## config.mk

```make
export PLATFORM = sky130hd
export DESIGN_NAME = multicycle_ctrl
export DESIGN_NICKNAME = d
export VERILOG_FILES = /design/src/rtl/rv32i_pkg.sv /design/src/rtl/multicycle_ctrl_alu_decoder.sv /design/src/rtl/multicycle_ctrl.sv
export SDC_FILE = /design/constraint.sdc
export NUM_CORES = 1
export LEC_CHECK = 0
export CORE_MARGIN = 1.5
export CORE_UTILIZATION = 43
export CTS_BUF_LIST = sky130_fd_sc_hd__clkbuf_8
export DETAILED_ROUTE_END_ITERATION = 16
export PLACE_DENSITY = 0.86
export SLEW_MARGIN = 40
export SYNTH_ARGS = -nofsm -noshare
export SYNTH_HDL_FRONTEND = slang
export SYNTH_SLANG_ARGS = --single-unit
export TNS_END_PERCENT = 50
```

## constraint.sdc

```tcl
create_clock -name clk -period 1.9 [get_ports clk]
set_input_delay 0.285 -clock clk [delete_from_list [all_inputs] [get_ports clk]]
set_output_delay 0.285 -clock clk [all_outputs]
set_load 0.02 [all_outputs]
```

## src/rtl/rv32i_pkg.sv

```systemverilog
// Shared encodings for the RV32I multicycle control path:
// opcodes, ALU/mux select enums and the controller state set.
package rv32i_pkg;

    localparam logic [6:0] OP_LOAD   = 7'b0000011;
    localparam logic [6:0] OP_STORE  = 7'b0100011;
    localparam logic [6:0] OP_RTYPE  = 7'b0110011;
    localparam logic [6:0] OP_ITYPE  = 7'b0010011;
    localparam logic [6:0] OP_JAL    = 7'b1101111;
    localparam logic [6:0] OP_JALR   = 7'b1100111;
    localparam logic [6:0] OP_BRANCH = 7'b1100011;
    localparam logic [6:0] OP_LUI    = 7'b0110111;
    localparam logic [6:0] OP_AUIPC  = 7'b0010111;

    typedef enum logic [3:0] {
        ALU_ADD  = 4'b0000,
        ALU_SUB  = 4'b0001,
        ALU_SLL  = 4'b0010,
        ALU_SLT  = 4'b0011,
        ALU_SLTU = 4'b0100,
        ALU_XOR  = 4'b0101,
        ALU_SRL  = 4'b0110,
        ALU_SRA  = 4'b0111,
        ALU_OR   = 4'b1000,
        ALU_AND  = 4'b1001
    } alu_ctrl_t;

    typedef enum logic [1:0] {
        ALUOP_ADD   = 2'b00,
        ALUOP_SUB   = 2'b01,
        ALUOP_FUNCT = 2'b10
    } alu_op_t;

    typedef enum logic [2:0] {
        IMM_I = 3'b000,
        IMM_S = 3'b001,
        IMM_B = 3'b010,
        IMM_J = 3'b011,
        IMM_U = 3'b100
    } imm_src_t;

    typedef enum logic [1:0] {
        RES_ALUOUT = 2'b00,
        RES_RDATA  = 2'b01,
        RES_ALURES = 2'b10
    } result_src_t;

    typedef enum logic [1:0] {
        SRCA_PC    = 2'b00,
        SRCA_OLDPC = 2'b01,
        SRCA_RD1   = 2'b10,
        SRCA_ZERO  = 2'b11
    } srca_t;

    typedef enum logic [1:0] {
        SRCB_RD2  = 2'b00,
        SRCB_IMM  = 2'b01,
        SRCB_FOUR = 2'b10
    } srcb_t;

    typedef enum logic [3:0] {
        S_FETCH,
        S_DECODE,
        S_MEMADR,
        S_MEMREAD,
        S_MEMWB,
        S_MEMWRITE,
        S_EXECR,
        S_EXECI,
        S_ALUWB,
        S_JALR,
        S_JUMP,
        S_BRANCH,
        S_UPPER,
        S_TRAP
    } state_t;

    function automatic imm_src_t imm_src_of(logic [6:0] op);
        imm_src_t r;
        case (op)
            OP_STORE:        r = IMM_S;
            OP_BRANCH:       r = IMM_B;
            OP_JAL:          r = IMM_J;
            OP_LUI, OP_AUIPC: r = IMM_U;
            default:         r = IMM_I;
        endcase
        return r;
    endfunction

endpackage

```

## src/rtl/multicycle_ctrl_alu_decoder.sv

```systemverilog
// ALU function decoder: maps funct3/funct7b5 to an ALU control code
// for R/I-type execution, or forces ADD/SUB for address and compare work.
module alu_decoder
    import rv32i_pkg::*;
(
    input  logic [2:0] funct3,
    input  logic       funct7b5,
    input  logic       is_rtype,
    input  logic [1:0] alu_op,
    output logic [3:0] ALUControl
);

    alu_ctrl_t w_ctrl;

    always_comb begin
        w_ctrl = ALU_ADD;
        case (alu_op_t'(alu_op))
            ALUOP_SUB: w_ctrl = ALU_SUB;
            ALUOP_FUNCT: begin
                case (funct3)
                    3'b000: w_ctrl = (is_rtype && funct7b5) ? ALU_SUB : ALU_ADD;
                    3'b001: w_ctrl = ALU_SLL;
                    3'b010: w_ctrl = ALU_SLT;
                    3'b011: w_ctrl = ALU_SLTU;
                    3'b100: w_ctrl = ALU_XOR;
                    // funct7b5 splits SRL/SRA for both register and immediate shifts
                    3'b101: w_ctrl = funct7b5 ? ALU_SRA : ALU_SRL;
                    3'b110: w_ctrl = ALU_OR;
                    default: w_ctrl = ALU_AND;
                endcase
            end
            default: w_ctrl = ALU_ADD;
        endcase
    end

    assign ALUControl = w_ctrl;

endmodule

```

## src/rtl/multicycle_ctrl.sv

```systemverilog
// Control FSM for the RV32I multicycle datapath with a shared memory port.
// Outputs are decoded from the current state; memory accesses stall on MemReady.
module multicycle_ctrl
    import rv32i_pkg::*;
(
    input  logic       clk,
    input  logic       reset,
    input  logic [6:0] op,
    input  logic [2:0] funct3,
    input  logic       funct7b5,
    input  logic       BrTaken,
    input  logic       MemReady,
    output logic       MemValid,
    output logic       MemWrite,
    output logic       AdrSrc,
    output logic       IRWrite,
    output logic       PCWrite,
    output logic       RegWrite,
    output logic [1:0] ResultSrc,
    output logic [1:0] ALUSrcA,
    output logic [1:0] ALUSrcB,
    output logic [2:0] ImmSrc,
    output logic [3:0] ALUControl,
    output logic       Retire,
    output logic       Illegal
);

    state_t      r_state;

    logic        w_is_load;
    logic        w_is_store;
    logic        w_is_r;
    logic        w_is_i;
    logic        w_is_jal;
    logic        w_is_jalr;
    logic        w_is_br;
    logic        w_is_upper;

    alu_op_t     w_alu_op;
    logic [3:0]  w_alu_ctrl;
    logic        w_mv;
    logic        w_mw;
    logic        w_adr;
    logic        w_irw;
    logic        w_pcw;
    logic        w_rw;
    result_src_t w_rs;
    srca_t       w_sa;
    srcb_t       w_sb;
    logic        w_ret;

    assign w_is_load  = (op == OP_LOAD);
    assign w_is_store = (op == OP_STORE);
    assign w_is_r     = (op == OP_RTYPE);
    assign w_is_i     = (op == OP_ITYPE);
    assign w_is_jal   = (op == OP_JAL);
    assign w_is_jalr  = (op == OP_JALR);
    assign w_is_br    = (op == OP_BRANCH);
    assign w_is_upper = (op == OP_LUI) || (op == OP_AUIPC);

    always_ff @(posedge clk or negedge reset) begin
        if (!reset) begin
            r_state <= S_FETCH;
        end else begin
            case (r_state)
                S_FETCH:
                    if (MemReady) r_state <= S_DECODE;
                S_DECODE: begin
                    unique case (1'b1)
                        w_is_load,
                        w_is_store: r_state <= S_MEMADR;
                        w_is_r:     r_state <= S_EXECR;
                        w_is_i:     r_state <= S_EXECI;
                        w_is_jal:   r_state <= S_JUMP;
                        w_is_jalr:  r_state <= S_JALR;
                        w_is_br:    r_state <= S_BRANCH;
                        w_is_upper: r_state <= S_UPPER;
                        default:    r_state <= S_TRAP;
                    endcase
                end
                S_MEMADR:
                    r_state <= w_is_load ? S_MEMREAD : S_MEMWRITE;
                S_MEMREAD:
                    if (MemReady) r_state <= S_MEMWB;
                S_MEMWRITE:
                    if (MemReady) r_state <= S_FETCH;
                S_EXECR,
                S_EXECI,
                S_UPPER,
                S_JUMP:     r_state <= S_ALUWB;
                S_JALR:     r_state <= S_JUMP;
                S_MEMWB,
                S_ALUWB,
                S_BRANCH:   r_state <= S_FETCH;
                S_TRAP:     r_state <= S_TRAP;
                default:    r_state <= S_FETCH;
            endcase
        end
    end

    always_comb begin
        w_mv     = 1'b0;
        w_mw     = 1'b0;
        w_adr    = 1'b0;
        w_irw    = 1'b0;
        w_pcw    = 1'b0;
        w_rw     = 1'b0;
        w_rs     = RES_ALUOUT;
        w_sa     = SRCA_PC;
        w_sb     = SRCB_RD2;
        w_alu_op = ALUOP_ADD;
        w_ret    = 1'b0;
        case (r_state)
            S_FETCH: begin
                w_mv  = 1'b1;
                w_sb  = SRCB_FOUR;
                w_rs  = RES_ALURES;
                w_irw = MemReady;
                w_pcw = MemReady;
            end
            S_DECODE: begin
                w_sa = SRCA_OLDPC;
                w_sb = SRCB_IMM;
            end
            S_MEMADR,
            S_JALR: begin
                w_sa = SRCA_RD1;
                w_sb = SRCB_IMM;
            end
            S_MEMREAD: begin
                w_mv  = 1'b1;
                w_adr = 1'b1;
            end
            S_MEMWB: begin
                w_rs  = RES_RDATA;
                w_rw  = 1'b1;
                w_ret = 1'b1;
            end
            S_MEMWRITE: begin
                w_mv  = 1'b1;
                w_mw  = 1'b1;
                w_adr = 1'b1;
                w_ret = MemReady;
            end
            S_EXECR: begin
                w_sa     = SRCA_RD1;
                w_alu_op = ALUOP_FUNCT;
            end
            S_EXECI: begin
                w_sa     = SRCA_RD1;
                w_sb     = SRCB_IMM;
                w_alu_op = ALUOP_FUNCT;
            end
            S_ALUWB: begin
                w_rw  = 1'b1;
                w_ret = 1'b1;
            end
            // ALUResult carries OldPC+4 for the link while ALUOut holds the target
            S_JUMP: begin
                w_sa  = SRCA_OLDPC;
                w_sb  = SRCB_FOUR;
                w_pcw = 1'b1;
            end
            S_BRANCH: begin
                w_sa     = SRCA_RD1;
                w_alu_op = ALUOP_SUB;
                w_pcw    = BrTaken;
                w_ret    = 1'b1;
            end
            S_UPPER: begin
                w_sa = (op == OP_LUI) ? SRCA_ZERO : SRCA_OLDPC;
                w_sb = SRCB_IMM;
            end
            default: ;
        endcase
    end

    alu_decoder u_alu_dec (
        .funct3     (funct3),
        .funct7b5   (funct7b5),
        .is_rtype   (r_state == S_EXECR),
        .alu_op     (w_alu_op),
        .ALUControl (w_alu_ctrl)
    );

    // Reset clears every output combinationally, so a pending access drops at once
    assign MemValid   = reset & w_mv;
    assign MemWrite   = reset & w_mw;
    assign AdrSrc     = reset & w_adr;
    assign IRWrite    = reset & w_irw;
    assign PCWrite    = reset & w_pcw;
    assign RegWrite   = reset & w_rw;
    assign ResultSrc  = reset ? w_rs : 2'b00;
    assign ALUSrcA    = reset ? w_sa : 2'b00;
    assign ALUSrcB    = reset ? w_sb : 2'b00;
    assign ImmSrc     = reset ? imm_src_of(op) : 3'b000;
    assign ALUControl = reset ? w_alu_ctrl : 4'b0000;
    assign Retire     = reset & w_ret;
    assign Illegal    = reset & (r_state == S_TRAP);

endmodule

```

Word-level counts from Yosys, hierarchy flattened:

Index checks and enable logic that the tools add are counted.

* eq/ne operators: 33
* reduce and logical (&&, ||, !) cells: 17
* bitwise gates (word level): 8
* multiplexer cells: 28

Operators with widths (count)
* $pmux 4 s7: 2
* $pmux 4 s8: 1
* $eq 4x4->1 const B: 6
* $eq 7x6->1 const B: 3
* $eq 7x7->1 const B: 3
* $eq 4x3->1 const B: 4
* $mux 4: 4
* $eq 7x5->1 const B: 2
* $reduce_or 2->1: 7
* $pmux 2 s2: 3
* $pmux 3 s4: 1
* $reduce_or 5->1: 2
* $eq 3x3->1 const B: 3
* $and 1x1->1: 8
* $eq 4x2->1 const B: 2
* $mux 2: 4
* $pmux 4 s2: 1
* $eq 7x2->1 const B: 1
* $mux 1: 7
* $eq 3x2->1 const B: 2
* $mux 3: 2
* $ne 2x2->1 const B: 3
* $pmux 2 s3: 1
* $reduce_or 3->1: 2
* 12 further kinds: 12

* word-level logic and storage cells: 87
* bits in registers: 4

Logic depth before layout (Yosys ltp):

Gate-level depths: netlist (run 1).

* depth after elaboration: 6
* mapped depth: 8
* depth with buffers taken out: 6

Cells and area by module:

A second synthesis (run 1) with hierarchy kept.

* cell total of the unflattened synthesis: 134
* area total of the unflattened synthesis: 862.1 um2

By module, submodules not included
* multicycle_ctrl: cells an instance 114, area an instance 735.7 um2, sequential area each 100.1 um2, times used 1
* alu_decoder: cells an instance 20, area an instance 126.4 um2, sequential area each 0.0 um2, times used 1

Least setup slack after synthesis (run 1):

Ideal clock, no wire load.

* path kind: register -> output
* start point: register r_state[2]
* end point: output ALUControl[1]
* setup slack: -0.120 ns
* cell stages (with the launch flop): 7
* data required time: 1.615 ns
* arrival: 1.735 ns
* path through: dfrtp_1 buf_2 buf_4 nor2b_1 nand3_1 ha_1 nor3_1

* longest elaborated chain between the ends: 6
* elaborated cells between the ends (all ways): 9
* classes of those cells: 5 x eq/ne; 3 x mux; 1 x reduce/logical

RTL lines
* start, declared: RTL line multicycle_ctrl.sv:28 `state_t r_state;`
* start signal, assigned: RTL line multicycle_ctrl.sv:82 `r_state <= w_is_load ? S_MEMREAD : S_MEMWRITE;`
* $eq 4x3->1: RTL line multicycle_ctrl.sv:113 `case (r_state)`
* $reduce_or 2->1 (no source line)
* $pmux 2 s2 (*): RTL line multicycle_ctrl.sv:113
* $eq 2x2->1 or $eq 2x1->1 (tied branches): RTL line multicycle_ctrl_alu_decoder.sv:17 `case (alu_op_t'(alu_op))`
* $pmux 4 s2 (*): RTL line multicycle_ctrl_alu_decoder.sv:17
* $mux 4 (*): RTL line multicycle_ctrl.sv:197 `assign ALUControl = reset ? w_alu_ctrl : 4'b0000;`
* end, declared: RTL line multicycle_ctrl.sv:23 `output logic [3:0] ALUControl,`

Mark *: on every way between the ends. The rest lies on a longest branch, timed or not.

Final worst setup path (run 1):

* start point: register r_state[2]
* end point: output ALUControl[3]

The elaborated chain is that of the path after synthesis.

==> flow_summary.ini, run 1 <==
[final_layout]
seq_area_um2 = 101
area_growth_pct = 94.2
fill_cells = 86
final_cell_mix = 54 x buf_4, 12 x a21oi_1, 11 x clkdlybuf4s50_1
largest_reg_flops = 4
final_common_cell = buf_4
drive_above_1_share_pct = 46.3
antennaDiodeCount = 0
multiInputGateArea_um2 = 696
reg_top3 = r_state: 4 flops
layout.nets = 220
regMostFlops = r_state

[yosys]
yosysSeqAreaShare_pct = 12.5
synth_edf_count = 0
ys_seq_elements = 4
yosysWarnings = 0
netlist_instances = 119
synth_area_um2 = 803
syn_nets = 136
synth.distinct_cells = 42
syn_area_per_cell_um2 = 6.75
synthFlopType = dfrtp_1
async_flop_share_pct = 100

[power_and_ir_drop]
powerDensity_nw_per_um2 = 1110
p_leak_nw = 0.767
p_int_mw = 0.934
peakVddDrop_mv = 0.693
seqPwrFrac_pct = 9.1
switching_share_pct = 46.0
p_comb_share_pct = 80.4
p_sw_mw = 0.797
p_total_mw = 1.73
p_clk_share_pct = 10.5

[timing]
setup_viol = 7
timing.final.ws_setup_ns = -0.124
period_minus_slack_ns = 2.02
tightest_slew_ns = 0.373
finalCritPeriodShare_pct = 107
final-hold-violation-count = 0
rsz0062_at_grt = true
slew_headroom_pct = 75.1
skew_ns = 0.00195
drv_slew = 0
fmax_mhz = 494

[placed_design]
io_buffers = 35
gp_congestion = 0.953
hpwl_um = 2560
detailedPlace.worstSlack_ns = -0.484

[floorplan]
die_h_um = 46.2
rows = 15
coreArea_um2 = 1750
io_pins = 36
initial_core_util_pct = 46.0
dieArea_um2 = 2140
dieWidth_um = 46.2

[clocking]
cts_buffer_depth = 2
cts_buffers = 3
clkSlewWorstSetupHoldPaths_ns = 0.03
cts_tree = built
ctsHoldBuffers = 0
cts-root-buf = clkbuf_8
clock_sink_count = 4
clk_latency_ns = 0.22
htree_levels = 1

[detailed_routing]
drt_iter0_markers = 66
vias = 1354
final_antenna_net_count = 0
drc = 0
vias_per_cell = 5.99
detail_route.wl_per_cell_um = 16.8
routed_wl_um = 3800
drtPass1Iterations = 4

[worst_setup_path]
cp.required_ns = 1.62
critical_path_arrival_ns = 1.74
cp_max_fo = 5
crit_family = simple AND/OR/NAND/NOR gates
slowest_stage = dfrtp_2
crit_chain = nor2b_2 -> nand3_1 -> ha_1 -> nor3_1 -> buf_4
startpoint_type = flop
path_class = flop to primary output
crit_path_end_kind = primary output
path_buf_inv = 1
cp_slowest_stage_delay_ns = 0.43

[global_route]
grt_pass1_vias = 1255
overflow = 0
grt_max_degree = 16
track_usage_pct = 34.9
antenna_found_initial = 0
grt_pass1_wl_um = 5350

[status]
violations = negative setup slack
status = complete, but fails checks

[worst_hold_path]
hp-class = input port to asynchronous set/reset pin

[job]
maxCapViolations = 0
==> power by group through the flow <==
stage | clock, mW | combinational [mW] | sequential (mW)
after global routing | 0.190 | 1.46 | 0.160
after CTS | 0.181 | 1.30 | 0.154
after detailed placement | 0 | 1.28 | 0.154
after floorplan | 0 | 0.615 | 0.156
after global placement | 0 | 1.23 | 0.152
final | 0.182 | 1.39 | 0.158
==> per-stage QoR <==
stage / std cells / utilization (%) / setup TNS (ns) / cell area (um^2) / hold slack (ns)
2_1_floorplan: 119 / - / -0.240 / 803 / -0.0106
3_3_place_gp: 222 / 86.9 / -6.63 / 1520 / 0.647
3_5_place_dp: 222 / 86.9 / -7.00 / 1520 / 0.656
4_1_cts: 226 / 89.0 / -0.215 / 1550 / 0.575
5_1_grt: 226 / 89.4 / -0.660 / 1560 / 0.590
6_report: 226 / 89.4 / -0.382 / 1560 / 0.592
==> cells by family after synthesis <==
group	synth area share, %
and+or+nand+nor	41.6
AOI/OAI and AO/OA	32.7
buffers and inverters	7.79
DFF	12.5
adders and majority gates	3.11
xor gates and xnor gates	1.09
muxes	1.25
==> cell type report <==
| class | instances | area share, % |
|---|---|---|
| multi-input cells | 101 | 44.6 |
| repair buffers | 84 | 42.1 |
| flip-flops and latches | 4 | 6.50 |
| clock buffers | 3 | 2.65 |
| inverters | 9 | 2.17 |
| well taps | 25 | 2.00 |
==> worst register-to-register path, stage by stage (launching register included) <==
cell	delay, ns
dfrtp_1	0.37
buf_6	0.15
buf_4	0.15
or3b_2	0.45
a21oi_1	0.21
a31oi_1	0.08
o32ai_1	0.14
==> cells in the mapped netlist, types with 2 or more instances <==
library cell | count | area, um^2
o21ai_0 | 6 | 30.0
nand4_1 | 2 | 12.5
nand2b_1 | 4 | 25.0
a221o_1 | 3 | 30.0
or3b_1 | 2 | 17.5
a211oi_1 | 4 | 30.0
o211a_1 | 2 | 20.0
buf_4 | 2 | 15.0
buf_2 | 2 | 10.0
inv_1 | 9 | 33.8
ha_1 | 2 | 25.0
nor3_1 | 11 | 55.1
or2_2 | 2 | 12.5
nand3_1 | 4 | 20.0
nand2_1 | 8 | 30.0
nor2b_1 | 6 | 37.5
o31a_1 | 2 | 17.5
a21oi_1 | 13 | 65.1
nor2_1 | 7 | 26.3
and2_1 | 2 | 12.5
dfrtp_1 | 4 | 100
a31oi_1 | 2 | 12.5
==> metal layers <==
layer	global-route usage [%]	vias up	part of all wire, %
li1	-	611	-
met1	39.0	619	37
met4	17.1	0	4.7
met5	0	-	0
met3	6.67	24	8.7
met2	62.2	100	50
==> repair_timing <==
action | in CTS | in global routing
buffers inserted | 1 | 0
gates cloned | 0 | 0
setup endpoints to repair | 21 | 20
hold endpoints to repair | 0 | 0
gates resized for setup | 84 | 29
pin swaps | 5 | 6
==> path summary, 6_finish.rpt <==
| check | start | to | slack, ns | cells past startpoint |
|---|---|---|---|---|
| worst min-delay path | reset | r_state[0] | 0.59 | 3 |
| worst max register to register | r_state[1] | r_state[1] | 0.24 | 6 |
| min in group clk | MemReady | r_state[2] | 0.65 | 3 |
| worst max-delay path | r_state[2] | ALUControl[3] | -0.12 | 5 |
| max in group asynchronous | reset | r_state[2] | 1.18 | 3 |
| worst min register to register | r_state[2] | r_state[1] | 0.74 | 3 |
Power figures use the tool's default switching activity.
==> run 2: changes to the inputs <==
CORE_UTILIZATION = 39   (was 43)
PLACE_DENSITY = 0.83   (was 0.86)
clock period = 1.7 ns   (was 1.9 ns; I/O delays follow)
==> flow_summary.ini, run 2 (synthesis gave the netlist of run 1 again) <==
[final_layout]
reg_top3 = r_state: 4 flops
fill_cells = 97
largest_reg_flops = 4
regMostFlops = r_state
antennaDiodeCount = 0
layout.nets = 221
final_cell_mix = 54 x buf_4, 11 x a21oi_1, 11 x buf_6
area_growth_pct = 112
final_common_cell = buf_4
drive_above_1_share_pct = 54.5

[detailed_routing]
drt_iter0_markers = 59
vias_per_cell = 6.10
drtPass1Iterations = 4
routed_wl_um = 4010
detail_route.wl_per_cell_um = 17.5
final_antenna_net_count = 0
drc = 0
vias = 1398

[timing]
drv_slew = 0
finalCritPeriodShare_pct = 117
rsz0062_at_grt = true
fmax_mhz = 504
skew_ns = 0.00329
timing.final.ws_setup_ns = -0.285
fin_hold_ws_ns = 0.494
tightest_slew_ns = 0.365
setup_viol = 17
period_minus_slack_ns = 1.99
slew_headroom_pct = 75.6
fin_tns_setup_ns = -1.72
final-hold-violation-count = 0

[worst_setup_path]
startpoint_type = flop
critical_path_arrival_ns = 1.73
cp.required_ns = 1.44
path_class = flop to primary output
cp_max_fo = 15
rr_worst_depth = 6
crit_path_end_kind = primary output

[power_and_ir_drop]
p_total_mw = 1.99
powerDensity_nw_per_um2 = 1170
peakVddDrop_mv = 0.882
p_leak_nw = 0.832

[floorplan]
dieArea_um2 = 2340
initial_core_util_pct = 41.4
rows = 16
die_h_um = 48.4
dieWidth_um = 48.4
io_pins = 36
coreArea_um2 = 1940

[clocking]
cts_buffer_depth = 2
cts-root-buf = clkbuf_8
cts_tree = built
cts_buffers = 3
clkSlewWorstSetupHoldPaths_ns = 0.03
htree_levels = 1
clock_sink_count = 4
clk_latency_ns = 0.22

[placed_design]
gp_congestion = 0.986
hpwl_um = 2560
detailedPlace.worstSlack_ns = -0.692
io_buffers = 35

[status]
status = complete, but fails checks
violations = negative setup slack

[global_route]
grt_pass1_vias = 1257
overflow = 0
track_usage_pct = 31.1
grt_pass1_wl_um = 5690
antenna_found_initial = 0
grt_max_degree = 16

[job]
maxCapViolations = 0

[worst_hold_path]
hp-class = input port to asynchronous set/reset pin
==> run 2: path summary, 6_finish.rpt <==
| check | startpoint | to | slack (ns) |
|---|---|---|---|
| max in group asynchronous | reset | r_state[0] | 1.10 |
| min in group clk | op[4] | r_state[1] | 0.69 |
| min reg2reg | r_state[0] | r_state[0] | 0.75 |
| max | r_state[3] | Retire | -0.29 |
| min | reset | r_state[1] | 0.49 |
| max reg2reg | r_state[1] | r_state[1] | -0.03 |
==> run 2: per-stage QoR <==
step / utilization (%) / area [um^2] / std cells
3_3_place_gp: 78.7 / 1530 / 220
5_1_grt: 87.7 / 1700 / 229
2_1_floorplan: - / 843 / 119
6_report: 87.7 / 1700 / 229
4_1_cts: 80.7 / 1570 / 223
3_5_place_dp: 78.7 / 1530 / 220
==> run 2: critical path, cell delays in order (launching register included) <==
cell	delay (ns)
dfrtp_1	0.38
buf_4	0.15
buf_8	0.14
nand2b_1	0.18
a21oi_1	0.19
o21ai_0	0.14
a21oi_1	0.16
buf_4	0.16
==> run 2: power breakdown <==
| part | internal, mW | switching (mW) | leakage (nW) |
|---|---|---|---|
| registers | 0.137 | 0.0354 | 0.0517 |
| logic | 0.794 | 0.825 | 0.758 |
| clock network | 0.151 | 0.0528 | 0.0216 |
| total | 1.08 | 0.913 | 0.832 |
==> run 2: layout make-up <==
class / count / area (um^2) / share of cell area, %
Timing Repair Buffer: 85 / 709 / 41.7
Inverter: 9 / 37.5 / 2.20
Tap cell: 27 / 33.8 / 1.98
Sequential cell: 4 / 100 / 5.88
Clock buffer: 3 / 41.3 / 2.42
Multi-Input combinational cell: 101 / 781 / 45.8
==> run 2: metal layers <==
metal | vias up | track usage, % | share of wire [%]
li1 | 620 | - | -
met1 | 645 | 33.8 | 35
met2 | 105 | 57.9 | 50
met3 | 28 | 4.01 | 8.6
met4 | 0 | 17.6 | 5.7
met5 | - | 0 | 0
==> run 2: what timing repair did <==
item                       4_1_cts  5_1_grt
pin swaps                       13        9
setup buffers                    0        6
setup endpoints to repair       24       20
resized for setup              118       35
hold buffers                     0        0
